--- src/rtl/draw_select_frame_pkg.sv ---
// rtl/draw_select_frame_pkg.sv - shared VGA bus layout and memory-game grid geometry
// Purpose: one place for the VGA bus record and the grid constants used by all draw/pick stages.
// Contents: VGA_BUS_SIZE, vga_bus_t (bus split/merge by field), grid origin, card size, gap, grid size.
package draw_select_frame_pkg;

  localparam int VGA_BUS_SIZE  = 38;

  localparam int VGA_GRID_X0   = 64;
  localparam int VGA_GRID_Y0   = 48;
  localparam int VGA_CARD_W    = 208;
  localparam int VGA_CARD_H    = 150;
  localparam int VGA_GAP       = 32;
  localparam int VGA_GRID_SIZE = 4;

  // Field order defines the flat bus layout; packing/unpacking is a plain cast.
  typedef struct packed {
    logic [10:0] hcount;
    logic        hs;
    logic        hblnk;
    logic [10:0] vcount;
    logic        vs;
    logic        vblnk;
    logic [11:0] rgb;
  } vga_bus_t;

endpackage

--- src/rtl/draw_select_frame_if.sv ---
// rtl/draw_select_frame_if.sv - VGA bus interface between draw stages
// Purpose: carries one vga_bus_t record from one pipeline stage to the next.
// Modports: master drives bus, slave receives bus.
interface draw_select_frame_if;
  import draw_select_frame_pkg::*;

  vga_bus_t bus;

  modport master (output bus);
  modport slave  (input  bus);

endinterface

--- src/rtl/draw_select_frame_vga_bus_delay.sv ---
// rtl/draw_select_frame_vga_bus_delay.sv - N-stage register of the whole VGA bus
// Purpose: aligns the VGA bus with registered overlay decisions in the draw stages.
// Ports: pclk (clock), rst (sync active-high, clears all stages), bus_in, bus_out (N cycles later).
module vga_bus_delay
  import draw_select_frame_pkg::*;
#(
  parameter int N = 2
) (
  input  logic                    pclk,
  input  logic                    rst,
  input  logic [VGA_BUS_SIZE-1:0] bus_in,
  output logic [VGA_BUS_SIZE-1:0] bus_out
);

  logic [VGA_BUS_SIZE-1:0] stage [N];

  always_ff @(posedge pclk) begin
    if (rst) begin
      for (int i = 0; i < N; i++) stage[i] <= '0;
    end else begin
      stage[0] <= bus_in;
      for (int i = 1; i < N; i++) stage[i] <= stage[i-1];
    end
  end

  assign bus_out = stage[N-1];

endmodule

--- src/rtl/draw_select_frame.sv ---
// rtl/draw_select_frame.sv - overlays a frame around the selected card of the 4x4 grid
// Purpose: re-emits the VGA bus 2 pclk later with FRAME_COLOR drawn in a FRAME_T-wide ring
//   around the selected card. Selection is sampled only at vsync rise so a frame never tears.
// Ports: pclk, rst (sync active-high), vga_in (slave bus), vga_out (master bus, 2-cycle latency),
//   sel_col/sel_row (selected card), sel_valid (a selection exists).
// Build option: SELECT_FRAME_BLINK_EN adds a vsync-driven blink of BLINK_FRAMES frames per phase;
//   without it the frame is drawn steadily whenever a selection is active.
module draw_select_frame
  import draw_select_frame_pkg::*;
#(
  parameter int          GRID_X0     = VGA_GRID_X0,
  parameter int          GRID_Y0     = VGA_GRID_Y0,
  parameter int          CARD_W      = VGA_CARD_W,
  parameter int          CARD_H      = VGA_CARD_H,
  parameter int          GAP         = VGA_GAP,
  parameter int          FRAME_T     = 4,
  parameter logic [11:0] FRAME_COLOR = 12'hFF0
`ifdef SELECT_FRAME_BLINK_EN
  , parameter int        BLINK_FRAMES = 30
`endif
) (
  input  logic                               pclk,
  input  logic                               rst,
  draw_select_frame_if.slave                 vga_in,
  draw_select_frame_if.master                vga_out,
  input  logic [$clog2(VGA_GRID_SIZE)-1:0]   sel_col,
  input  logic [$clog2(VGA_GRID_SIZE)-1:0]   sel_row,
  input  logic                               sel_valid
);

  localparam logic [10:0] X0_BASE = 11'(GRID_X0);
  localparam logic [10:0] Y0_BASE = 11'(GRID_Y0);
  localparam logic [10:0] PITCH_X = 11'(CARD_W + GAP);
  localparam logic [10:0] PITCH_Y = 11'(CARD_H + GAP);
  localparam logic [10:0] FT      = 11'(FRAME_T);
  localparam logic [10:0] CW      = 11'(CARD_W);
  localparam logic [10:0] CH      = 11'(CARD_H);

  logic        vs_prev;
  logic        vs_rise;
  logic        active;
  // x0/y0 hold the latched column/row as pixel coordinates; column/row 0 maps to the grid origin.
  logic [10:0] x0, y0;
  logic        blink_on;

  vga_bus_t    bus_s1, bus_s2;
  logic        in_outer, in_card;
  logic        in_outer_c, in_card_c;
  logic        draw;

  assign vs_rise = vga_in.bus.vs & ~vs_prev;

  always_ff @(posedge pclk) begin
    if (rst) begin
      vs_prev <= 1'b0;
      active  <= 1'b0;
      x0      <= X0_BASE;
      y0      <= Y0_BASE;
    end else begin
      vs_prev <= vga_in.bus.vs;
      if (vs_rise) begin
        active <= sel_valid;
        // Constant-coefficient products only in the once-per-frame latch path.
        x0     <= X0_BASE + 11'(sel_col) * PITCH_X;
        y0     <= Y0_BASE + 11'(sel_row) * PITCH_Y;
      end
    end
  end

`ifdef SELECT_FRAME_BLINK_EN
  localparam int CNT_W = (BLINK_FRAMES > 1) ? $clog2(BLINK_FRAMES) : 1;
  logic [CNT_W-1:0] frame_cnt;

  always_ff @(posedge pclk) begin
    if (rst) begin
      frame_cnt <= '0;
      blink_on  <= 1'b1;
    end else if (vs_rise) begin
      if (frame_cnt == CNT_W'(BLINK_FRAMES - 1)) begin
        frame_cnt <= '0;
        blink_on  <= ~blink_on;
      end else begin
        frame_cnt <= frame_cnt + 1'b1;
      end
    end
  end
`else
  assign blink_on = 1'b1;
`endif

  // Stage 1 geometry: inclusive bounds, 11-bit unsigned.
  always_comb begin
    in_outer_c = (vga_in.bus.hcount >= x0 - FT) && (vga_in.bus.hcount <= x0 + CW + FT - 11'd1) &&
                 (vga_in.bus.vcount >= y0 - FT) && (vga_in.bus.vcount <= y0 + CH + FT - 11'd1);
    in_card_c  = (vga_in.bus.hcount >= x0) && (vga_in.bus.hcount <= x0 + CW - 11'd1) &&
                 (vga_in.bus.vcount >= y0) && (vga_in.bus.vcount <= y0 + CH - 11'd1);
  end

  always_ff @(posedge pclk) begin
    if (rst) begin
      in_outer <= 1'b0;
      in_card  <= 1'b0;
    end else begin
      in_outer <= in_outer_c;
      in_card  <= in_card_c;
    end
  end

  vga_bus_delay #(.N(1)) u_stage1 (
    .pclk    (pclk),
    .rst     (rst),
    .bus_in  (vga_in.bus),
    .bus_out (bus_s1)
  );

  // Blanking is taken from the stage-1 bus so it lines up with the registered geometry.
  assign draw = in_outer & ~in_card & active & blink_on & ~bus_s1.hblnk & ~bus_s1.vblnk;

  always_ff @(posedge pclk) begin
    if (rst) begin
      bus_s2 <= '0;
    end else begin
      bus_s2     <= bus_s1;
      bus_s2.rgb <= draw ? FRAME_COLOR : bus_s1.rgb;
    end
  end

  assign vga_out.bus = bus_s2;

endmodule

--- src/flat_wrapper.sv ---
// flat-port wrapper written by rule: the top's interface ports become plain ports
module draw_select_frame_flat import draw_select_frame_pkg::*;
#(
  parameter int          GRID_X0     = VGA_GRID_X0,
  parameter int          GRID_Y0     = VGA_GRID_Y0,
  parameter int          CARD_W      = VGA_CARD_W,
  parameter int          CARD_H      = VGA_CARD_H,
  parameter int          GAP         = VGA_GAP,
  parameter int          FRAME_T     = 4,
  parameter logic [11:0] FRAME_COLOR = 12'hFF0

)
  (pclk, rst, sel_col, sel_row, sel_valid, vga_in_bus, vga_out_bus);
  draw_select_frame_if vga_in_i ();
  draw_select_frame_if vga_out_i ();
  input  logic pclk;
  input  logic rst;
  input  logic [$clog2(VGA_GRID_SIZE)-1:0] sel_col;
  input  logic [$clog2(VGA_GRID_SIZE)-1:0] sel_row;
  input  logic sel_valid;
  input wire logic [$bits(vga_in_i.bus)-1:0] vga_in_bus;
  output wire logic [$bits(vga_out_i.bus)-1:0] vga_out_bus;
  assign vga_in_i.bus = vga_in_bus;
  assign vga_out_bus = vga_out_i.bus;
  draw_select_frame #(.GRID_X0(GRID_X0), .GRID_Y0(GRID_Y0), .CARD_W(CARD_W), .CARD_H(CARD_H), .GAP(GAP), .FRAME_T(FRAME_T), .FRAME_COLOR(FRAME_COLOR)) u_core (.pclk(pclk), .rst(rst), .vga_in(vga_in_i), .vga_out(vga_out_i), .sel_col(sel_col), .sel_row(sel_row), .sel_valid(sel_valid));
endmodule
--- config.mk ---
export PLATFORM = sky130hd
export DESIGN_NAME = draw_select_frame_flat
export DESIGN_NICKNAME = d
export VERILOG_FILES = /design/src/rtl/draw_select_frame_pkg.sv /design/src/rtl/draw_select_frame_if.sv /design/src/rtl/draw_select_frame_vga_bus_delay.sv /design/src/rtl/draw_select_frame.sv /design/src/flat_wrapper.sv
export SDC_FILE = /design/constraint.sdc
export NUM_CORES = 1
export LEC_CHECK = 0
export CAP_MARGIN = 20
export CORE_MARGIN = 2
export CORE_UTILIZATION = 45
export CTS_BUF_LIST = sky130_fd_sc_hd__clkbuf_16
export DETAILED_ROUTE_END_ITERATION = 7
export DONT_BUFFER_PORTS = 1
export GPL_TIMING_DRIVEN = 1
export PLACE_DENSITY_LB_ADDON = 0.05
export SYNTH_ARGS = -nofsm -noshare
export SYNTH_HDL_FRONTEND = slang
export SYNTH_SLANG_ARGS = --single-unit
--- constraint.sdc ---
create_clock -name pclk -period 10.6 [get_ports pclk]
set_input_delay 1.06 -clock pclk [delete_from_list [all_inputs] [get_ports pclk]]
set_output_delay 1.06 -clock pclk [all_outputs]
set_load 0.03 [all_outputs]
==> impl_metrics.yaml, run 1 <==
floorplanning:
  ios: 83
  rows: 39
  die_w_um: 111
  start_util_pct: 45.7
  die_area_um2: 12400
  fp.coreArea_um2: 11300
  die_h_um: 111
clock_network:
  cts_setup_buffers: 0
  path_clk_slew_ps: 70
  postCtsHoldBufs: 0
  h-tree-depth: 3
  cts_tree: "done"
  insertion_delay_ps: 340
  cts-resized-gates: 0
  numCtsBuffers: 9
  cts.path.max_buffers: 2
  cts_root_buf: "clkbuf_16"
  cts_sinks: 93
run_status:
  status: "finished clean"
yosys:
  yosysTopAreaCellShare_pct: 36.0
  synthTopCellsByArea: "dfxtp_1 36%, ha_1 20%, nor2b_1 7.9%"
  ys_types: 50
  ys.flop_type: "dfxtp_1"
  ys_seq_area_share_pct: 36.0
  synth_top_area_cell: "dfxtp_1"
  syn_area_um2: 5180
  synth_edf_count: 0
  synth_seq_cells: 93
  synth_nets: 696
  async_reset_ff_share_pct: 0
  ys_warn_count: 0
  syn_area_per_cell_um2: 9.10
  syn-instance-count: 569
timing:
  hold_viol_final: 0
  min_period_ps: 3850
  tightest_slew_ps: 851
  period_share_pct: 36.3
  final.setup_skew_ps: 8.62
  fin_tns_setup_ps: 0
  slew_headroom_pct: 43.2
  timing.fmax_mhz: 260
  grt_setup_unrepaired: "no"
  fin_ws_ps: 6750
  slew_viol_final: 0
  setup_violations: 0
worst_setup_path:
  cp_max_fo: 10
  crit_start: "u_core.y0[2]"
  cp-start-kind: "flip-flop"
  cp.arrival_ps: 4070
  cp-end-kind: "flip-flop"
  required_ps: 10820
  worst-setup-path-type: "reg -> reg"
  r2r-start: "u_core.y0[2]"
cells_and_area:
  final_util_pct: 48.8
  regArea_um2: 1860
  area_growth_pct: 6.65
  fin_nets: 683
  multi_input_area_um2: 3100
  drive_above_1_share_pct: 3.92
  instances_no_fill: 704
  num_antenna_cells: 0
  nFillCells: 1084
flow_run:
  cap_violations: 0
drt:
  drt-pass1-iter-count: 4
  routed_wl_um: 11100
  wire_per_inst_um: 15.7
  vias: 3676
  ant_nets: 0
  vias_per_cell: 5.22
  drt-initial-drc-count: 219
  post-route-drc-count: 0
placement:
  gp_congestion: 0.834
  portBuffers: 0
  dp_slack_ps: 6790
  hpwl_um: 8460
  placed_cells: 688
global_route:
  overflow: 0
  grt_pass1_vias: 3494
  grt_max_degree: 91
  grt_use_total_pct: 18.4
  grt_first_pass_wirelength_um: 18200
  antenna_found_initial: 0
min_path:
  worstHoldStart: "u_core.u_stage1.stage[0][2]"
  hp-class: "reg -> reg"
power:
  p_leak_uw: 0.00227
  powerDensity_nw_per_um2: 149
  vdd_drop_max_mv: 0.128
-- placed cells by master, fill, tap and decap left out, types with 3 or more instances in the layout --
cell type,n
nand4_1,8
nor3_1,12
nor2_1,46
a21o_1,5
nand3_1,9
o211ai_1,7
dfxtp_1,93
nand2_1,40
a21oi_1,25
and3_1,4
ha_1,82
inv_1,30
nor4_1,8
and2_1,5
o21a_1,9
xor2_1,7
or3_1,3
nor2b_1,65
xnor2_1,32
a31oi_1,3
clkbuf_16,9
a211o_1,4
a211oi_1,9
nand2b_1,3
o21ai_0,10
-- state kept, by name, summed over array words and instances, names as in the netlist --
name	count
u_core.in_outer	1
u_core.vga_out.bus	38
u_core.y0	8
u_core.x0	6
u_core.u_stage1.stage	38
u_core.active	1
u_core.in_card	1
-- area by class of cell --
class	instances	share of cell area, %
inverter	29	1.97
sequential	93	33.7
clock inverter	7	0.771
multi-input combinational	423	56.2
clock buffer	9	4.08
tap	143	3.24
-- layer usage --
layer | wire length, um | track usage (%)
met5 | 0 | 0
met4 | 257 | 8.15
met3 | 562 | 3.88
met2 | 4880 | 28.3
met1 | 5360 | 24.9
-- worst max-delay path, stage by stage, from the launching register on --
cell and delay [ps]:
dfxtp_1 520, inv_1 270, ha_1 300, nor2b_2 220, nor3_1 80, or2_1 310, or3_4 430, o41ai_2 350
xnor2_1 110, ha_1 320, nand4_1 100, o32ai_1 280, a31oi_1 70, a2111oi_0 360
-- final timing paths --
kind	slack, ps	end	cells past startpoint
setup reg to reg	6750	u_core.in_outer	13
hold reg to reg	430	u_core.vga_out.bus[2]	1
hold / removal	430	u_core.vga_out.bus[2]	1
setup / recovery	6750	u_core.in_outer	13
-- cells by family after synthesis --
logic type / count (synthesis) / share of synthesized area, %
and+or+nand+nor: 211 / 21.2
DFF: 93 / 36.0
AOI/OAI and AO/OA: 87 / 11.5
adders and majority gates: 83 / 20.0
buffers and inverters: 53 / 4.09
xor gates and xnor gates: 40 / 6.91
muxes: 2 / 0.387
-- through the flow --
| stage | hold WS, ps | area, um^2 | total power (uW) |
|---|---|---|---|
| after floorplan | 406 | 5180 | 512 |
| after global placement | 408 | 5250 | 533 |
| after detailed placement | 414 | 5250 | 536 |
| after CTS | 428 | 5520 | 834 |
| after global routing | 440 | 5520 | 872 |
| final | 426 | 5520 | 825 |
-- power breakdown --
part	internal (uW)	switching (uW)	leakage [uW]	total, uW
combinational	65.0	73.9	0.00136	139
clock	158	137	0.000139	295
sequential	367	23.7	0.000768	390
-- cells in the mapped netlist (7+ instances only) --
library cell   n
nand3_1        9
clkbuf_1      19
nor4_1         8
o21a_1         9
nor2_1        46
a211oi_1       9
a21oi_1       25
ha_1          82
nand4_1        8
nor3_1        12
nand2_1       40
xnor2_1       32
dfxtp_1       93
xor2_1         7
inv_1         28
nor2b_1       65
o21ai_0       10
o211ai_1       7
Note: power is estimated with default switching activity, not from simulation.
==> run 2, diff against run 1 <==
==> constraint.sdc (replaced) <==
create_clock -name pclk -period 3.4 [get_ports pclk]
set_input_delay 0.34 -clock pclk [delete_from_list [all_inputs] [get_ports pclk]]
set_output_delay 0.34 -clock pclk [all_outputs]
set_load 0.03 [all_outputs]
==> run 2 against run 1 <==
Effect of this change: register-to-register slack worse by 6600 ps; maximum frequency increased by 20%; hold slack got worse by 360 ps; total power grew to 3.3 times the previous value; via count rose by 1.6%.
==> impl_metrics.yaml, run 2 (same netlist as run 1, synthesis figures left out) <==
drt:
  vias_per_cell: 5.22
  drt-initial-drc-count: 135
  drt-pass1-iter-count: 4
  vias: 3734
  routed_wl_um: 11300
  post-route-drc-count: 0
  wire_per_inst_um: 15.9
  ant_nets: 0
worst_setup_path:
  cp.arrival_ps: 3440
  cp_max_fo: 5
  worst-setup-path-type: "reg -> reg"
  cp-start-kind: "flip-flop"
  required_ps: 3630
  cp-end-kind: "flip-flop"
placement:
  gp_congestion: 0.850
  portBuffers: 0
  place_area_um2: 5320
  hpwl_um: 8780
  dp_slack_ps: 126
cells_and_area:
  final_common_cell: "dfxtp_1"
  fin_nets: 694
  reg_top3: "u_core.u_stage1.stage: 38 flops, u_core.vga_out.bus: 38 flops, u_core.y0: 8 flops"
  final_util_pct: 50.2
  drive_above_1_share_pct: 6.29
  final_area_um2: 5680
  area_growth_pct: 9.74
  num_antenna_cells: 0
  final_cell_mix: "93 x dfxtp_1, 81 x ha_1, 65 x nor2b_1"
  nFillCells: 1077
power:
  finalPower_uw: 2740
  vdd_drop_max_mv: 0.435
  p_leak_uw: 0.00236
  powerDensity_nw_per_um2: 482
clock_network:
  h-tree-depth: 3
  postCtsHoldBufs: 0
  cts.path.max_buffers: 2
  cts_root_buf: "clkbuf_16"
  numCtsBuffers: 9
  cts_tree: "done"
  path_clk_slew_ps: 70
  cts_sinks: 93
  insertion_delay_ps: 340
flow_run:
  cap_violations: 0
timing:
  final.setup_skew_ps: 7.22
  timing.fmax_mhz: 311
  period_share_pct: 94.5
  setup_violations: 0
  min_period_ps: 3210
  tightest_slew_ps: 826
  hold_viol_final: 0
  grt_setup_unrepaired: "no"
  slew_viol_final: 0
  fin_tns_setup_ps: 0
  fin_ws_ps: 188
  slew_headroom_pct: 44.8
run_status:
  status: "finished clean"
floorplanning:
  die_w_um: 111
  start_util_pct: 45.7
  die_area_um2: 12400
  die_h_um: 111
  rows: 39
  ios: 83
  fp.coreArea_um2: 11300
global_route:
  grt_max_degree: 91
  grt_first_pass_wirelength_um: 18300
  antenna_found_initial: 0
  grt_use_total_pct: 18.5
  grt_pass1_vias: 3570
  overflow: 0
min_path:
  hp-class: "in -> reg"
run 2: changes by cell type in the layout (fill, tap and decap cells not counted), sizes merged:
cell | before | now
buf | 0 | 11
bufinv | 0 | 2
clkinvlp | 1 | 0
inv | 33 | 32
run 2: path summary, 6_finish.rpt:
kind,start,endpoint,slack (ps),cells past startpoint
min reg2reg,u_core.u_stage1.stage[0][1],u_core.vga_out.bus[1],420,1
max reg2reg,u_core.y0[2],u_core.in_outer,190,13
min,rst,u_core.u_stage1.stage[0][5],70,1
max,u_core.y0[2],u_core.in_outer,190,13
run 2: what timing repair did:
action / 4_1_cts / 5_1_grt
endpoints found under the setup margin: 0 / 2
buffers inserted: 0 / 2
gates resized for setup: 0 / 6
run 2: final cells by class:
class	instances	area (um^2)	share of cell area [%]
multi-input cells	423	3130	55.2
clock inverters	7	88.8	1.56
flip-flops and latches	93	1860	32.8
repair buffers	11	82.6	1.45
inverters	29	109	1.92
well taps	143	179	3.15
clock buffers	9	225	3.96
run 2: per-stage QoR:
step	std cells	hold slack [ps]
floorplan	569	406
CTS	713	52.9
finish	715	66.8
global placement	697	410
detailed placement	697	410
global route	715	59.1
run 2: worst max-delay path: stages, from the launching register on:
cell and delay (ps):
dfxtp_1 320, inv_2 90, ha_2 230, nor2b_4 70, o21a_1 180, or2_1 240
or3_4 420, o41ai_4 350, xnor2_1 100, ha_1 320, nand4_1 90, o32ai_1 270
a31oi_1 70, a2111oi_1 340
run 2: per-layer routing:
metal	vias up	share of wire [%]	GRT usage (%)
li1	1936	-	-
met1	1714	50	25.0
met2	68	44	29.2
met3	16	3.9	4.32
met4	0	1.9	6.42
met5	-	0	0
run 2: power breakdown:
group,total [uW],switching (uW),internal (uW)
clock network,1070,424,642
registers,1210,67.7,1140
logic,462,245,217
==> run 3, diff against run 2 <==
--- a/config.mk
+++ b/config.mk
@@ -5,9 +5,10 @@
 export SDC_FILE = /design/constraint.sdc
 export NUM_CORES = 1
 export LEC_CHECK = 0
+export ABC_AREA = 1
 export CAP_MARGIN = 20
 export CORE_MARGIN = 2
-export CORE_UTILIZATION = 45
+export CORE_UTILIZATION = 30
 export CTS_BUF_LIST = sky130_fd_sc_hd__clkbuf_16
 export DETAILED_ROUTE_END_ITERATION = 7
 export DONT_BUFFER_PORTS = 1
==> run 3 against run 2 <==
Effect of this change: global-route usage decreased by 3.8 points; hold slack worse by 8.2 ps; die area increased by 57%; first-iteration DRC count is 31% higher; utilization fell by 16 points; flip-flop and latch count unchanged; clock skew is 7.4 ps higher; maximum frequency up 8.2%; critical path type unchanged; critical endpoint unchanged; largest cell class unchanged; largest power group unchanged.
==> impl_metrics.yaml, run 3 <==
yosys:
  ys.flop_type: "dfxtp_1"
  async_reset_ff_share_pct: 0
  ys_types: 35
  synth_nets: 844
  synth_edf_count: 0
  syn_area_per_cell_um2: 7.69
  synth_seq_cells: 93
  syn_area_um2: 5520
  yosysTopAreaCellShare_pct: 33.7
  synthTopCellsByArea: "dfxtp_1 34%, ha_1 19%, inv_1 8.1%"
  syn-instance-count: 717
  ys_warn_count: 0
  synthTopCellsByCount: "119 x inv_1, 106 x nor2_1, 93 x dfxtp_1"
  ys_seq_area_share_pct: 33.7
  synth.most_common_cell: "inv_1"
  synth_top_area_cell: "dfxtp_1"
global_route:
  grt_use_total_pct: 14.8
  grt_first_pass_wirelength_um: 22600
  overflow: 0
  grt_max_degree: 77
  grt_pass1_vias: 4158
  antenna_found_initial: 0
worst_setup_path:
  cp_max_fo: 13
  cp.arrival_ps: 3200
  cp-end-kind: "flip-flop"
  worst-setup-path-type: "reg -> reg"
  cp-start-kind: "flip-flop"
  required_ps: 3640
floorplanning:
  die_w_um: 140
  fp.coreArea_um2: 18000
  rows: 49
  ios: 83
  die_area_um2: 19500
  start_util_pct: 30.6
  die_h_um: 140
drt:
  post-route-drc-count: 0
  wire_per_inst_um: 14.7
  ant_nets: 0
  drt-pass1-iter-count: 4
  routed_wl_um: 14000
  drt-initial-drc-count: 177
  vias: 4303
  vias_per_cell: 4.52
clock_network:
  cts.path.max_buffers: 2
  cts_sinks: 93
  path_clk_slew_ps: 80
  cts_root_buf: "clkbuf_16"
  insertion_delay_ps: 350
  cts-resized-gates: 0
  cts_tree: "done"
  h-tree-depth: 3
  numCtsBuffers: 9
  cts_setup_buffers: 0
  postCtsHoldBufs: 0
cells_and_area:
  area_growth_pct: 10.1
  reg_top3: "u_core.u_stage1.stage: 38 flops, u_core.vga_out.bus: 38 flops, u_core.y0: 8 flops"
  num_antenna_cells: 0
  regArea_um2: 1860
  nFillCells: 1965
  final_cell_mix: "119 x inv_1, 106 x nor2_1, 93 x dfxtp_1"
  drive_above_1_share_pct: 8.16
  fin_nets: 845
  final_common_cell: "inv_1"
  multi_input_area_um2: 3090
timing:
  min_period_ps: 2970
  timing.fmax_mhz: 337
  final.setup_skew_ps: 14.6
  grt_setup_unrepaired: "no"
  hold_viol_final: 0
  period_share_pct: 87.3
  slew_headroom_pct: 66.7
  setup_violations: 0
  fin_tns_setup_ps: 0
  fin_ws_ps: 432
  slew_viol_final: 0
  tightest_slew_ps: 499
placement:
  gp_congestion: 0.837
  dp_slack_ps: 443
  hpwl_um: 11100
  portBuffers: 0
power:
  vdd_drop_max_mv: 0.239
  powerDensity_nw_per_um2: 473
  p_leak_uw: 0.00289
min_path:
  hp-class: "in -> reg"
run_status:
  status: "finished clean"
flow_run:
  cap_violations: 0
[run 3: cell types whose count changed after synthesis, sizes merged, moves of 6 or more]
cell	previous run	this run
inv	29	126
nor2b	66	0
nor2	46	111
nand2	40	104
nand3	9	39
xnor2	33	9
a21oi	25	48
o21ai	10	28
xor2	7	18
clkbuf	19	10
nand4	8	16
nor4	8	1
a211oi	9	3
[run 3: report_power, final]
part / internal, uW / total (uW) / leakage [uW] / switching (uW)
combinational: 223 / 576 / 0.00197 / 354
sequential: 1150 / 1220 / 0.000769 / 71.4
clock: 591 / 1080 / 0.000155 / 488
total: 1960 / 2870 / 0.00289 / 913
[run 3: per-stage QoR]
step / total power (uW) / utilization [%] / std cells / cell area [um^2] / hold WS, ps
4_1_cts: 2920 / 33.7 / 952 / 6070 / 40.2
5_1_grt: 3060 / 33.7 / 952 / 6070 / 39.4
3_5_place_dp: 1820 / 32.0 / 936 / 5760 / 393
6_report: 2870 / 33.7 / 952 / 6070 / 58.6
3_3_place_gp: 1810 / 32.0 / 936 / 5760 / 391
2_1_floorplan: 1690 / - / 717 / 5520 / 388
[run 3: final cells by class]
type / count / area share (%)
multi-input cells: 482 / 50.9
flip-flops and latches: 93 / 30.6
inverters: 127 / 7.93
well taps: 229 / 4.72
clock buffers: 9 / 3.71
clock inverters: 7 / 1.44
repair buffers: 5 / 0.618
[run 3: critical path, stage by stage (launching register included)]
cell and delay (ps):
dfxtp_1 460, clkinv_1 130, buf_4 210, ha_1 230
nand2_2 110, nand3_4 90, nand2_2 110, nand2_2 80
nor2_4 140, nand3_4 80, nor2_2 100, nand3_1 70
nand2_1 70, inv_1 40, ha_1 300, nand4_1 130
nor2_1 150, o21ai_0 90, nand3_1 90, nand2_1 50
nand3b_1 70, a21oi_1 50
[run 3: kinds of logic after synthesis]
group                    Yosys count  share of synthesized area [%]
flip-flops                        93                           33.7
AND/OR/NAND/NOR                  283                           24.3
adder cells (fa/ha/maj)           82                           18.6
XOR/XNOR                          27                           4.29
buffers and inverters            142                           10.2
AO/OA/AOI/OAI                     90                           8.91
[run 3: worst paths after layout]
| check | cells past startpoint | from | slack (ps) | to |
|---|---|---|---|---|
| max | 21 | u_core.y0[2] | 430 | u_core.in_outer |
| min reg2reg | 2 | u_core.u_stage1.stage[0][16] | 400 | u_core.vga_out.bus[16] |
| min | 1 | rst | 60 | u_core.vga_out.bus[34] |
| max reg2reg | 21 | u_core.y0[2] | 430 | u_core.in_outer |
[run 3: metal layers]
metal  routed length, um  global-route usage, %  vias up
li1                    -                      -     2281
met1                7370                   21.3     1936
met2                6000                   22.4       77
met3                 478                   3.06        9
met4                 134                   3.95        0
met5                   0                      0        -
